--- src/rtl/fetch_stage.sv ---
// rtl/fetch_stage.sv - instruction fetch stage: PC register, ROM addressing, IF/ID register
module fetch_stage #(
    parameter int          ADDR_W   = 10,
    parameter logic [31:0] RESET_PC = 32'h0000_0000
) (
    input  logic              clk,
    input  logic              rst,
    input  logic              stall,
    input  logic              redirect,
    input  logic [31:0]       redirect_pc,
    input  logic              halt,
    output logic [ADDR_W-1:0] rom_addr,
    input  logic [31:0]       rom_data,
    output logic [31:0]       pc,
    output logic              id_valid,
    output logic [31:0]       id_instr,
    output logic [31:0]       id_pc,
    output logic [31:0]       id_pc4,
    output logic              halted,
    output logic [31:0]       fetch_count
);

    typedef enum logic {RUN, HALTED} state_t;

    localparam logic [31:0] RESET_PC_ALIGNED = {RESET_PC[31:2], 2'b00};

    state_t      state_q, state_d;
    logic [31:0] pc_q, pc_d;
    logic        id_valid_q, id_valid_d;
    logic [31:0] id_instr_q, id_instr_d;
    logic [31:0] id_pc_q, id_pc_d;
    logic [31:0] id_pc4_q, id_pc4_d;
    logic [31:0] fetch_count_q, fetch_count_d;
    logic [31:0] pc_plus4;

    assign pc_plus4 = pc_q + 32'd4;

    // Next-state: halt beats redirect, redirect beats stall, otherwise advance and load IF/ID.
    always_comb begin
        state_d       = state_q;
        pc_d          = pc_q;
        id_valid_d    = id_valid_q;
        id_instr_d    = id_instr_q;
        id_pc_d       = id_pc_q;
        id_pc4_d      = id_pc4_q;
        fetch_count_d = fetch_count_q;

        if (state_q == HALTED || halt) begin
            // Frozen: PC holds and IF/ID drains to a bubble.
            state_d    = HALTED;
            id_valid_d = 1'b0;
            id_instr_d = 32'h0;
            id_pc_d    = 32'h0;
            id_pc4_d   = 32'h0;
        end else if (redirect) begin
            // The instruction sitting in IF/ID is on the wrong path, even if decode is stalled.
            pc_d       = {redirect_pc[31:2], 2'b00};
            id_valid_d = 1'b0;
            id_instr_d = 32'h0;
            id_pc_d    = 32'h0;
            id_pc4_d   = 32'h0;
        end else if (!stall) begin
            pc_d       = pc_plus4;
            id_valid_d = 1'b1;
            id_instr_d = rom_data;
            id_pc_d    = pc_q;
            id_pc4_d   = pc_plus4;
            if (fetch_count_q != 32'hFFFF_FFFF) begin
                fetch_count_d = fetch_count_q + 32'd1;
            end
        end
    end

    // State registers with synchronous active-high reset.
    always_ff @(posedge clk) begin
        if (rst) begin
            state_q       <= RUN;
            pc_q          <= RESET_PC_ALIGNED;
            id_valid_q    <= 1'b0;
            id_instr_q    <= 32'h0;
            id_pc_q       <= 32'h0;
            id_pc4_q      <= 32'h0;
            fetch_count_q <= 32'h0;
        end else begin
            state_q       <= state_d;
            pc_q          <= pc_d;
            id_valid_q    <= id_valid_d;
            id_instr_q    <= id_instr_d;
            id_pc_q       <= id_pc_d;
            id_pc4_q      <= id_pc4_d;
            fetch_count_q <= fetch_count_d;
        end
    end

    assign rom_addr    = pc_q[ADDR_W+1:2];
    assign pc          = pc_q;
    assign id_valid    = id_valid_q;
    assign id_instr    = id_instr_q;
    assign id_pc       = id_pc_q;
    assign id_pc4      = id_pc4_q;
    assign halted      = (state_q == HALTED);
    assign fetch_count = fetch_count_q;

endmodule

--- config.mk ---
export PLATFORM = sky130hd
export DESIGN_NAME = fetch_stage
export DESIGN_NICKNAME = d
export VERILOG_FILES = /design/src/rtl/fetch_stage.sv
export SDC_FILE = /design/constraint.sdc
export NUM_CORES = 1
export LEC_CHECK = 0
export ABC_AREA = 1
export CORE_ASPECT_RATIO = 0.5
export CORE_UTILIZATION = 40
export DETAILED_ROUTE_END_ITERATION = 12
export PLACE_DENSITY = 0.72
export SYNTH_ARGS = -nofsm -noshare
export SYNTH_HDL_FRONTEND = slang
export SYNTH_SLANG_ARGS = --single-unit
--- constraint.sdc ---
create_clock -name clk -period 1.7 [get_ports clk]
set_input_delay 0.17 -clock clk [delete_from_list [all_inputs] [get_ports clk]]
set_output_delay 0.17 -clock clk [all_outputs]
set_load 0.02 [all_outputs]
==> results.md <==
- CTS Sinks: 156
- Avg Inst Size Synth: 6.70 µm²
- Relative slew margins: 57.7%
- ANT cells: 0
- Sw Ratio: 25.8%
- FP Rows: 35
- Chip Height: 99.7 µm
- Largest delay share family, worst path: buffers and inverters
- Area grow syn2layout: 49.3%
- Synthesized area: 7640 µm²
- Post-layout nets: 1483
- Register share of total power: 42.7%
- Final ANT Viol Nets: 0
- Cell depth of the worst setup path: 1
- Hold Path Depth: 3
- Final setup violation count: 0
- Die area: 19700 µm²
- Sequential-to-total area share from yosys stat: 40.9%
- Clock Path Buffers: 2
- Wire length of the first global-routing pass: 38.6 mm
- DR vias: 8178
- Routed WL: 25.0 mm
- Min Tclk post-route: 1670 ps
- Critical Path AT: 1500 ps
- Pre-CTS setup slack: -117 ps
- Most common cell after layout, fill and taps aside: nand2_1
- Top_reg_cell synth: dfxtp_1
- Yosys reg bits: 156
- Reg2Reg Depth: 10
- 1st-iter DRT viols: 451
- DP HPWL: 18.3 mm
- CTS tree: done
- DR vias/cell: 4.86
- PortBufs: 232
- GP Congestion: 0.889
- Clock Power Share: 44.7%
- Post-DR wirelength/cell: 14.9 µm
- Post-synth EDFFs: 0
- Core footprint: 18600 µm²
- Yosys Warn Count: 0
- CTS Buf Count: 17
- I/O Pins: 241
- GRT Total Usage: 24.8%
- Status: complete, no violations
- Clock transition at path regs: 60 ps
- Critical Path Sink Type: primary output
- CP peak stage delay: 640 ps
- Worst Hold Class: primary input to flip-flop
- Later-pin clock latency in the skew report: 420 ps
- Cell Chain, Critical Path: clkdlybuf4s50_1
- Sw Pwr: 2.31 mW
- CTS Hold Bufs: 0
- Crit path max fanout: 6
- Vias in the first global route: 7379
- Gate power share: 12.6%
- Total grt overflow: 0
- Most frequent cells in the layout: 335 x nand2_1, 181 x clkdlybuf4s50_1, 166 x nor2_1
- Synth cell types: 34
- Slew Viols, Final: 0
- Largest net degree at the start of global routing: 82
- Final period util: 98.3%
- Startpoint types: flip-flop
- Power Density: 787 nW/µm²
- Die Wd: 197 µm
- P_leak: 4.85 nW
- Worst Max-Slew Pin Slew: 634 ps
- DRC errors left: 0
- Layout cells sized above 1: 13.3%
- Initial antenna violation count: 0
- RSZ-0062 raised after global routing: yes
- Critical path type: flip-flop to primary output
- Initial Util: 41.1%
- Internal power: 6.66 mW
- Cells after synthesis: 1141
- Layout Skew: 10.0 ps
- Final setup margin: 29.0 ps
- Number of iterations in the first detailed-routing pass: 5
- Slowest CP cell: clkdlybuf4s50_1
- Max Fclk: 598 MHz
- CP Data Required Time: 1530 ps
- Endpoints failing hold: 0
- Post-synthesis async set-or-reset flop share: 0%
- CP bufs+invs: 1
- Core Util, Final: 61.4%
- Max-capacitance violation count: 0
- CTS root buf: clkbuf_16
- Maximum vdd drop: 0.690 mV
- Max H-tree Level: 4
==> final timing paths <==
kind	startpoint	to	slack, ps
worst min register to register	id_instr[12]	id_instr[12]	460
worst max register to register	fetch_count[0]	fetch_count[27]	80
worst max-delay path	pc[20]	pc[20]	30
worst min-delay path	rom_data[13]	id_instr[13]	300
==> cell usage after synthesis (13+ instances only) <==
cell        n  area [µm²]
nand3_1    34         170
nand3b_1   13        97.6
inv_1      68         255
buf_4      16         120
nor2_1    176         661
nand2_1   337        1260
o21ai_0    58         290
a21oi_2    13         114
clkbuf_1   41         154
dfxtp_1   156        3120
xor2_1     18         158
a21oi_1   134         671
==> power groups by stage <==
stage / Clock (mW) / Sequential, mW / Combinational [mW]
floorplan: 0 / 4.02 / 0.467
global placement: 0 / 3.90 / 1.15
detailed placement: 0 / 3.91 / 1.16
CTS: 4.05 / 3.83 / 1.13
global route: 4.23 / 3.84 / 1.22
finish: 4.01 / 3.83 / 1.13
==> flip-flops by register name (all words and copies together), names as in the netlist <==
name	cells
id_instr	32
halted	1
fetch_count	32
id_pc	30
pc	30
id_pc4	30
id_valid	1
==> repair_timing <==
action,in CTS,in global routing
pin swaps,0,2
resized for setup,38,49
buffers inserted,0,4
setup endpoints to repair,49,79
==> per-stage QoR <==
step                      instances  setup TNS (ps)  power, mW  hold slack (ps)  instance area, µm²
after global routing           1682            -191       9.29              302               11400
after detailed placement       1648           -2720       5.07              455               10700
after CTS                      1678               0       9.01              287               11200
final                          1682               0       8.98              302               11400
after floorplan                1146               0       4.49              315                7680
after global placement         1648            -434       5.05              446               10700
==> routing by layer <==
layer  vias to the layer above  part of all wire, %  track usage (%)
li1                       4149                    -                -
met1                      3755                   46             33.3
met2                       236                   47             40.7
met3                        38                  5.2             4.14
met4                         0                  2.2             8.17
met5                         -                    0                0
==> cell families (layout without fill, tap and decap cells) <==
logic type | Yosys count | count (layout) | synth area share [%]
AO/OA/AOI/OAI | 214 | 214 | 14.8
other | 1 | 6 | 0.0491
AND/OR/NAND/NOR | 598 | 598 | 32.5
flip-flops | 156 | 156 | 40.9
adder cells (fa/ha/maj) | 2 | 2 | 0.327
buffers and inverters | 142 | 419 | 8.30
XOR/XNOR | 28 | 28 | 3.21
==> area by class of cell <==
class                   count  area [µm²]
fillers                  1709        7160
multi-input cells         848        4000
flip-flops and latches    156        3140
repair buffers            316        3050
clock buffers              21         472
well taps                 259         324
inverters                  73         277
clock inverters             9         135
Note: power is estimated with default switching activity, not from simulation.
